==> config.mk <==
export PLATFORM = sky130hd
export DESIGN_NAME = pc14_flat
export DESIGN_NICKNAME = d
export VERILOG_FILES = /design/src/rtl/pc14_if.sv /design/src/rtl/pc14.sv /design/src/flat_wrapper.sv
export SDC_FILE = /design/constraint.sdc
export NUM_CORES = 1
export LEC_CHECK = 0
export ABC_CLOCK_PERIOD_IN_PS = 7750
export BUFFER_PORTS_ARGS = -buffer_cell sky130_fd_sc_hd__buf_2
export CELL_PAD_IN_SITES_DETAIL_PLACEMENT = 1
export CELL_PAD_IN_SITES_GLOBAL_PLACEMENT = 1
export CORE_MARGIN = 2
export CORE_UTILIZATION = 55
export DETAILED_ROUTE_END_ITERATION = 7
export GPL_TIMING_DRIVEN = 0
export PLACE_DENSITY = 0.83
export SYNTH_ARGS = -nofsm -noshare
export SYNTH_HDL_FRONTEND = slang
export SYNTH_SLANG_ARGS = --single-unit
==> constraint.sdc <==
create_clock -name clk -period 7.75 [get_ports clk]
set_clock_uncertainty 0.05 [all_clocks]
set_input_delay 0 -clock clk [delete_from_list [all_inputs] [get_ports clk]]
set_output_delay 0 -clock clk [all_outputs]
set_load 0.1 [all_outputs]
==> src/rtl/pc14_if.sv <==
// Program-fetch bus between pc14, program memory and the decoder side.
// master = the program control unit (drives the fetch address).
interface pc14_if;
    logic [13:0] paddr;
    logic [15:0] pdata;
    logic [13:0] rdata;
    logic [3:0]  flags;
    logic        hv;
    logic [5:0]  h6;
    logic        ce;

    modport master (output paddr, input pdata, rdata, flags, hv, h6, ce);
    modport slave  (input paddr, output pdata, rdata, flags, hv, h6, ce);
endinterface

==> src/rtl/pc14.sv <==
// 14-bit program control: next fetch address from the executing instruction.
// paddr is combinational from state and pdata; ce=0 freezes all state.
module pc14 #(
    parameter int SDEPTH = 16
) (
    input  logic     clk,
    input  logic     rst,
    pc14_if.master   bus
);
    localparam int SPW = $clog2(SDEPTH);

    logic [13:0]    pc_q, pc_d;
    logic [SPW-1:0] sp_q, sp_d;
    logic [8:0]     rc_q, rc_d;
    logic [13:0]    stack_q [SDEPTH];

    logic [13:0]    paddr_c;
    logic [13:0]    pc_inc;
    logic [13:0]    jmp_tgt;
    logic [SPW-1:0] sp_dec;
    logic [3:0]     op;
    logic           cond;
    logic           is_call, is_jmp, is_ret, is_rep, is_stra;
    logic           push_en;
    logic [13:0]    push_dat;

    assign bus.paddr = paddr_c;

    always_comb begin
        op       = bus.pdata[15:12];
        pc_inc   = pc_q + 14'd1;
        cond     = bus.flags[bus.pdata[11:10]] ^ bus.pdata[9];
        jmp_tgt  = {(bus.hv ? bus.h6 : pc_q[13:8]), bus.pdata[7:0]};
        sp_dec   = sp_q - SPW'(1);
        is_call  = (op[3:2] == 2'b00);
        is_jmp   = (op == 4'b0100) && cond;
        is_ret   = (op == 4'b0101);
        is_rep   = (op == 4'b0110) && bus.pdata[11];
        is_stra  = (op == 4'b0110) && !bus.pdata[11] && bus.pdata[10];

        paddr_c  = pc_q;
        pc_d     = pc_q;
        sp_d     = sp_q;
        rc_d     = rc_q;
        push_en  = 1'b0;
        push_dat = pc_inc;

        if (rst) begin
            paddr_c = 14'd0;
            pc_d    = 14'd0;
            sp_d    = '0;
            rc_d    = 9'd0;
        end else if (bus.ce) begin
            paddr_c = pc_inc;
            // Flow changes win over an active repeat and cancel it.
            if (is_call) begin
                paddr_c = bus.pdata[13:0];
                push_en = 1'b1;
                sp_d    = sp_q + SPW'(1);
                rc_d    = 9'd0;
            end else if (is_jmp) begin
                paddr_c = jmp_tgt;
                rc_d    = 9'd0;
            end else if (is_ret) begin
                paddr_c = stack_q[sp_dec];
                sp_d    = sp_dec;
                rc_d    = 9'd0;
            end else begin
                if (is_stra) begin
                    push_en  = 1'b1;
                    push_dat = bus.rdata;
                    sp_d     = sp_q + SPW'(1);
                end
                if (rc_q != 9'd0) begin
                    paddr_c = pc_q;
                    rc_d    = rc_q - 9'd1;
                end else if (is_rep) begin
                    rc_d = {1'b0, bus.pdata[7:0]} + 9'd1;
                end
            end
            pc_d = paddr_c;
        end
    end

    always_ff @(posedge clk) begin
        if (rst) begin
            pc_q <= 14'd0;
            sp_q <= '0;
            rc_q <= 9'd0;
        end else begin
            pc_q <= pc_d;
            sp_q <= sp_d;
            rc_q <= rc_d;
        end
    end

    // Stack contents are not reset; underflow reads whatever was left there.
    always_ff @(posedge clk) begin
        if (push_en) begin
            stack_q[sp_q] <= push_dat;
        end
    end
endmodule

==> src/flat_wrapper.sv <==
// flat-port wrapper written by rule: the top's interface ports become plain ports
module pc14_flat 
#(
    parameter int SDEPTH = 16
)
  (clk, rst, bus_paddr, bus_pdata, bus_rdata, bus_flags, bus_hv, bus_h6, bus_ce);
  pc14_if bus_i ();
  input  logic clk;
  input  logic rst;
  output wire logic [$bits(bus_i.paddr)-1:0] bus_paddr;
  input wire logic [$bits(bus_i.pdata)-1:0] bus_pdata;
  input wire logic [$bits(bus_i.rdata)-1:0] bus_rdata;
  input wire logic [$bits(bus_i.flags)-1:0] bus_flags;
  input wire logic [$bits(bus_i.hv)-1:0] bus_hv;
  input wire logic [$bits(bus_i.h6)-1:0] bus_h6;
  input wire logic [$bits(bus_i.ce)-1:0] bus_ce;
  assign bus_paddr = bus_i.paddr;
  assign bus_i.pdata = bus_pdata;
  assign bus_i.rdata = bus_rdata;
  assign bus_i.flags = bus_flags;
  assign bus_i.hv = bus_hv;
  assign bus_i.h6 = bus_h6;
  assign bus_i.ce = bus_ce;
  pc14 #(.SDEPTH(SDEPTH)) u_core (.clk(clk), .rst(rst), .bus(bus_i));
endmodule
==> out/metrics.yaml, run 1 <==
status:
  outcome: "finished, final reports clean"
sta:
  period_minus_slack_ns: 5.12
  slew-limit-headroom: 0.0837
  hold_viol_final: 0
  worst_slew_pin_slew_ns: 1.37
  rsz0062_at_grt: "false"
  setup-tns-final_ns: 0
  hold_ws_ns: 0.0129
  fin_crit_sh: 0.660
  fmax_mhz: 195
  setup_viol: 0
  slew_violations: 0
routing:
  postRouteAntennaNets: 0
  drt_iter0_drc: 707
  remaining_drc_errors: 0
  wl_per_cell_um: 29.9
  drt_first_pass_iters: 5
  vias_per_cell: 6.64
  vias: 7326
  wirelength_um: 33000
finish:
  fillerInstances: 1775
  area_growth_pct: 17.1
  drive_above_1_share: 0.253
  post-route-cell-area_um2: 13000
  final_nets: 871
  utilization: 0.662
  diodes: 0
  final_common_cell: "edfxtp_1"
  mostFrequentLayoutCells: "224 x edfxtp_1, 64 x buf_2, 59 x mux4_2"
yosys:
  synthDistinctLibCells: 62
  synth_area_um2: 11100
  synth_nets: 749
  synthArstFlopShare: 0
  ys_warn_count: 0
  synth_edf_count: 224
  synthCells: 698
  seq_area_frac_synth: 0.654
  synthFlopType: "edfxtp_1"
  synth_area_per_cell_um2: 15.9
  synth-seq-cells: 251
clock_tree:
  cts_sinks: 251
  cts_tree: "done"
  clock_latency_ns: 0.56
  cts_resized: 0
  cts_buffer_depth: 3
  cts-htree-levels: 1
  cts_hold_buf: 24
  cts_buffers: 26
  cts-root-buf: "clkbuf_16"
  post-cts-setup-buffers: 0
  clk_pin_slew_ns: 0.07
critical_path:
  critPathCaptureType: "output port"
  crit_arrival_ns: 5.07
  cp.required_ns: 7.70
  cp_max_fo: 10
  start_kind: "flip-flop"
  crit_type: "reg -> out"
global_route:
  grt_pass1_wl_um: 49800
  grt_overflow_total: 0
  first_global_vias: 7748
  grt_use_total: 0.315
  grt_max_degree: 17
  antenna_found_initial: 1
die:
  rows: 51
  die_x_um: 146
  coreArea_um2: 19700
  die_height_um: 146
  die_area_um2: 21300
  start_util: 0.565
  io_pins: 58
place:
  numPortBuffers: 52
  gp_routability_congestion: 0.875
  dp_hpwl_um: 21000
  placed_cell_area_um2: 12000
pwr:
  power_density_nw_per_um2: 274
  design_power_total_mw: 3.57
  leakage_nw: 4.43
  vdd_drop_max_v: 0.000206
flow_run:
  drv_cap: 0
min_path:
  holdCritPathClass: "in -> reg"
cell type report:
class / count / area, um^2 / area share
flip-flops and latches: 251 / 7270 / 0.559
multi-input cells: 394 / 3650 / 0.281
plain buffers: 45 / 210 / 0.0162
repair buffers: 94 / 728 / 0.0560
well taps: 265 / 332 / 0.0255
clock inverters: 13 / 109 / 0.00837
inverters: 8 / 30.0 / 0.00231
clock buffers: 33 / 677 / 0.0521
kinds of logic (layout without fill, tap and decap cells):
kind of cell	count (synthesis)	in the layout	share of synthesized area
compound gates	98	98	0.0595
flops	251	251	0.654
simple gates	170	170	0.0756
fa+ha+maj	7	7	0.00789
xor+xnor	34	34	0.0299
mux	85	85	0.151
buf+inv	53	193	0.0216
registers in the layout, indices dropped and copies added (netlist names):
signal,cells
u_core.sp_q,4
u_core.pc_q,14
u_core.stack_q,224
u_core.rc_q,9
Yosys cell counts (all sizes together), types with 4 or more instances:
cell / instances / area share
edfxtp: 224 / 0.61
nor2: 66 / 0.023
mux4: 64 / 0.13
a21oi: 35 / 0.016
nand2: 34 / 0.011
dfxtp: 27 / 0.049
clkbuf: 24 / 0.0081
buf: 21 / 0.011
xnor2: 17 / 0.014
xor2: 17 / 0.016
mux2i: 15 / 0.014
nand3: 15 / 0.0068
nor3: 12 / 0.0069
nand4: 11 / 0.0062
o21ai: 11 / 0.0050
a211o: 8 / 0.0063
and3: 8 / 0.0045
a31oi: 7 / 0.0039
ha: 7 / 0.0079
inv: 7 / 0.0024
a211oi: 6 / 0.0041
mux2: 6 / 0.0061
o31ai: 6 / 0.0041
a22oi: 5 / 0.0034
and4: 4 / 0.0032
nand2b: 4 / 0.0023
o2111ai: 4 / 0.0032
metrics by stage:
| step | worst slack (ns) | cells |
|---|---|---|
| 3_5_place_dp | 3.22 | 1031 |
| 4_1_cts | 2.61 | 1101 |
| 5_1_grt | 2.33 | 1103 |
| 3_3_place_gp | 3.42 | 1015 |
| 6_report | 2.63 | 1103 |
| 2_1_floorplan | 2.22 | 698 |
worst max-delay path: stages, from the launching register on:
cell and delay, ns:
dfxtp_1 0.37, buf_2 0.24, buf_4 0.27, buf_2 0.38
inv_1 0.17, ha_1 0.39, buf_2 0.34, buf_2 0.31
buf_2 0.32, mux4_2 0.24, mux2i_1 0.11, a22oi_1 0.33
nand4_1 0.19, a311oi_1 0.35, buf_2 0.49
metal layers:
| metal | wire, um | track usage | share of wire |
|---|---|---|---|
| met1 | 12600 | 0.421 | 0.38 |
| met2 | 16000 | 0.510 | 0.48 |
| met3 | 2780 | 0.0622 | 0.084 |
| met4 | 1570 | 0.141 | 0.048 |
| met5 | 13 | 0 | 0.00039 |
power by group:
part	switching [mW]	internal [mW]	leakage, nW
logic	0.541	0.270	1.79
clock network	0.530	0.652	0.377
registers	0.0344	1.54	2.26
total	1.11	2.46	4.43
path summary, 6_finish.rpt:
kind	from	to	slack (ns)	cells past startpoint
worst max-delay path	u_core.sp_q[0]	bus_paddr[6]	2.63	14
worst min-delay path	bus_rdata[6]	u_core.stack_q[4][6]	0.01	3
worst max register to register	u_core.sp_q[0]	u_core.pc_q[11]	3.24	12
worst min register to register	u_core.rc_q[6]	u_core.rc_q[6]	0.45	2
Power figures use the tool's default switching activity.
==> run 2: changes to the inputs <==
- ABC_CLOCK_PERIOD_IN_PS: 7750 -> 4700
- CORE_UTILIZATION: 55 -> 47
- PLACE_DENSITY: 0.83 -> 0.76
- clock period: 7.75 -> 4.7 ns (I/O delays scaled with it)
==> out/metrics.yaml, run 2 (same netlist as run 1, synthesis figures left out) <==
die:
  die_area_um2: 24900  # +17%
  die_x_um: 158  # +8.0%
  die_height_um: 158  # +8.0%
  start_util: 0.476  # -0.0891
  io_pins: 58  # unchanged
  rows: 56  # +9.8%
  coreArea_um2: 23300  # +19%
finish:
  multi_input_area_um2: 3680  # +0.75%
  utilization: 0.565  # -0.0966
  largest_reg_flops: 224  # unchanged
  fillerInstances: 2221  # +25%
  area_growth_pct: 18.7
  mostFrequentLayoutCells: "224 x edfxtp_1, 59 x mux4_2, 55 x buf_2"
  drive_above_1_share: 0.272  # +0.0191
  instances_no_fill: 1157  # +4.9%
  final_common_cell: "edfxtp_1"
  diodes: 0  # unchanged
  post-route-cell-area_um2: 13200  # +1.4%
  reg_top3: "u_core.stack_q (224), u_core.pc_q (14), u_core.rc_q (9)"
  final_nets: 870  # -0.11%
  top_register: "u_core.stack_q"
  regArea_um2: 7270  # unchanged
routing:
  drt_first_pass_iters: 5  # unchanged
  wl_per_cell_um: 26.3  # -12%
  remaining_drc_errors: 0  # unchanged
  vias_per_cell: 6.04  # -9.1%
  drt_iter0_drc: 585  # -17%
  wirelength_um: 30400  # -7.9%
  postRouteAntennaNets: 0  # unchanged
  vias: 6984  # -4.7%
sta:
  fmax_mhz: 222
  setup-tns-final_ns: 0  # unchanged
  slew-limit-headroom: 0.104  # +0.0199
  rsz0062_at_grt: "false"
  worst_slew_pin_slew_ns: 1.34  # -0.0299 ns
  period_minus_slack_ns: 4.51
  hold_viol_final: 0  # unchanged
  fin_crit_sh: 0.960
  setup_viol: 0  # unchanged
  slew_violations: 0  # unchanged
place:
  dp_hpwl_um: 20900  # -0.46%
  gp_routability_congestion: 0.890  # +1.7%
  place_inst: 1085  # +5.2%
  placed_cell_area_um2: 12100  # +1.0%
  numPortBuffers: 52  # unchanged
global_route:
  first_global_vias: 7420  # -4.2%
  antenna_found_initial: 0  # -1
  grt_overflow_total: 0  # unchanged
  grt_max_degree: 17  # unchanged
  grt_use_total: 0.252  # -0.0630
  grt_pass1_wl_um: 46100  # -7.4%
clock_tree:
  cts_buffer_depth: 3  # unchanged
  cts_tree: "done"
  cts_sinks: 251  # unchanged
  post-cts-setup-buffers: 0  # unchanged
  cts_buffers: 27  # +3.8%
  clk_pin_slew_ns: 0.06  # about the same
  clock_latency_ns: 0.54  # -0.02 ns
  cts-root-buf: "clkbuf_16"
  cts-htree-levels: 1  # unchanged
critical_path:
  r2r_start: "u_core.sp_q[0]"
  r2r_cells: 12  # unchanged
  cp_max_fo: 10  # unchanged
  cp_slowest_cell: "dfxtp_1"
  cpMostUsedCell: "buf_4"
  cp.required_ns: 4.65  # -3.05 ns
  reg2reg_slack_ns: 0.44  # -2.80 ns
  start_kind: "flip-flop"
  crit_arrival_ns: 4.46  # -0.61 ns
  endpoint: "bus_paddr[2]"
  r2r_end: "u_core.pc_q[11]"
  cp_cell_sequence: "buf_2 > buf_4 > buf_4 > inv_1 > ha_1 > clkbuf_4 > clkbuf_4 > buf_2 > mux4_2 > mux2i_1 > a22oi_1 > nand4_1 > a211oi_2 > buf_4"
  critPathCaptureType: "output port"
  crit_type: "reg -> out"
  critPathLaunch: "u_core.sp_q[0]"
  cpPeakStageDelay_ns: 0.36  # -0.13 ns
min_path:
  hold_depth: 3  # unchanged
  holdCritPathClass: "in -> reg"
pwr:
  vdd_drop_max_v: 0.000271  # +32%
  leakage_nw: 4.46  # +0.72%
  design_power_total_mw: 5.87  # +65%
  power_density_nw_per_um2: 446  # +62%
status:
  outcome: "finished, final reports clean"
flow_run:
  drv_cap: 0  # unchanged
==> run 2: cell count changes in the layout (fill, tap and decap cells not counted), sizes merged <==
cell	previous run	this run
buf	90	88
clkinvlp	1	4
clkinv	12	8
dlygate4sd3	25	23
inv	7	12
==> run 2: how the worst min path moves through the flow <==
stage,start,endpoint,slack (ns)
final,bus_rdata[6],u_core.stack_q[15][6],0.01
after CTS,bus_rdata[1],u_core.stack_q[3][1],0.01
after detailed placement,bus_pdata[6],u_core.pc_q[6],0.35
after global placement,bus_pdata[6],u_core.pc_q[6],0.33
after global routing,bus_rdata[1],u_core.stack_q[3][1],0.03
after floorplan,bus_pdata[14],u_core.rc_q[8],0.18
==> run 2: critical path: cells and delay by family, from the launching register on <==
kind,cells,cell delay (ns)
AOI/OAI and AO/OA,2,0.57
adders and majority gates,1,0.36
buffers and inverters,8,2.11
DFF,1,0.36
muxes,2,0.35
and+or+nand+nor,1,0.16
==> run 2: timing repair <==
item,4_1_cts,5_1_grt
setup endpoints to repair,8,8
resized for setup,7,7
endpoints found under the hold margin,22,0
hold buffers,23,0
==> run 2: power breakdown <==
part           total (mW)  internal, mW  switching (mW)
clock                2.00          1.12           0.876
combinational        1.28         0.430           0.850
sequential           2.59          2.54          0.0556
==> run 2: cell type report <==
class	count	share of cell area
Buffer	45	0.0168
Multi-Input combinational cell	394	0.279
Sequential cell	251	0.551
Inverter	8	0.00228
Clock buffer	31	0.0524
Clock inverter	17	0.0108
Tap cell	319	0.0303
Timing Repair Buffer	92	0.0572
==> run 2: per-stage QoR <==
step	worst slack, ns	hold WS, ns
2_1_floorplan	0.142	0.181
3_3_place_gp	0.373	0.332
3_5_place_dp	0.258	0.348
4_1_cts	0.0574	0.0131
5_1_grt	0.0253	0.0314
6_report	0.188	0.0120
==> run 2: routing by layer <==
| metal | vias to the layer above | GRT usage | routed length (um) |
|---|---|---|---|
| met5 | - | 0 | 0 |
| met4 | 0 | 0.0771 | 583 |
| met3 | 47 | 0.0375 | 2240 |
| met2 | 308 | 0.413 | 14800 |
| met1 | 3613 | 0.352 | 12700 |
| li1 | 3016 | - | - |
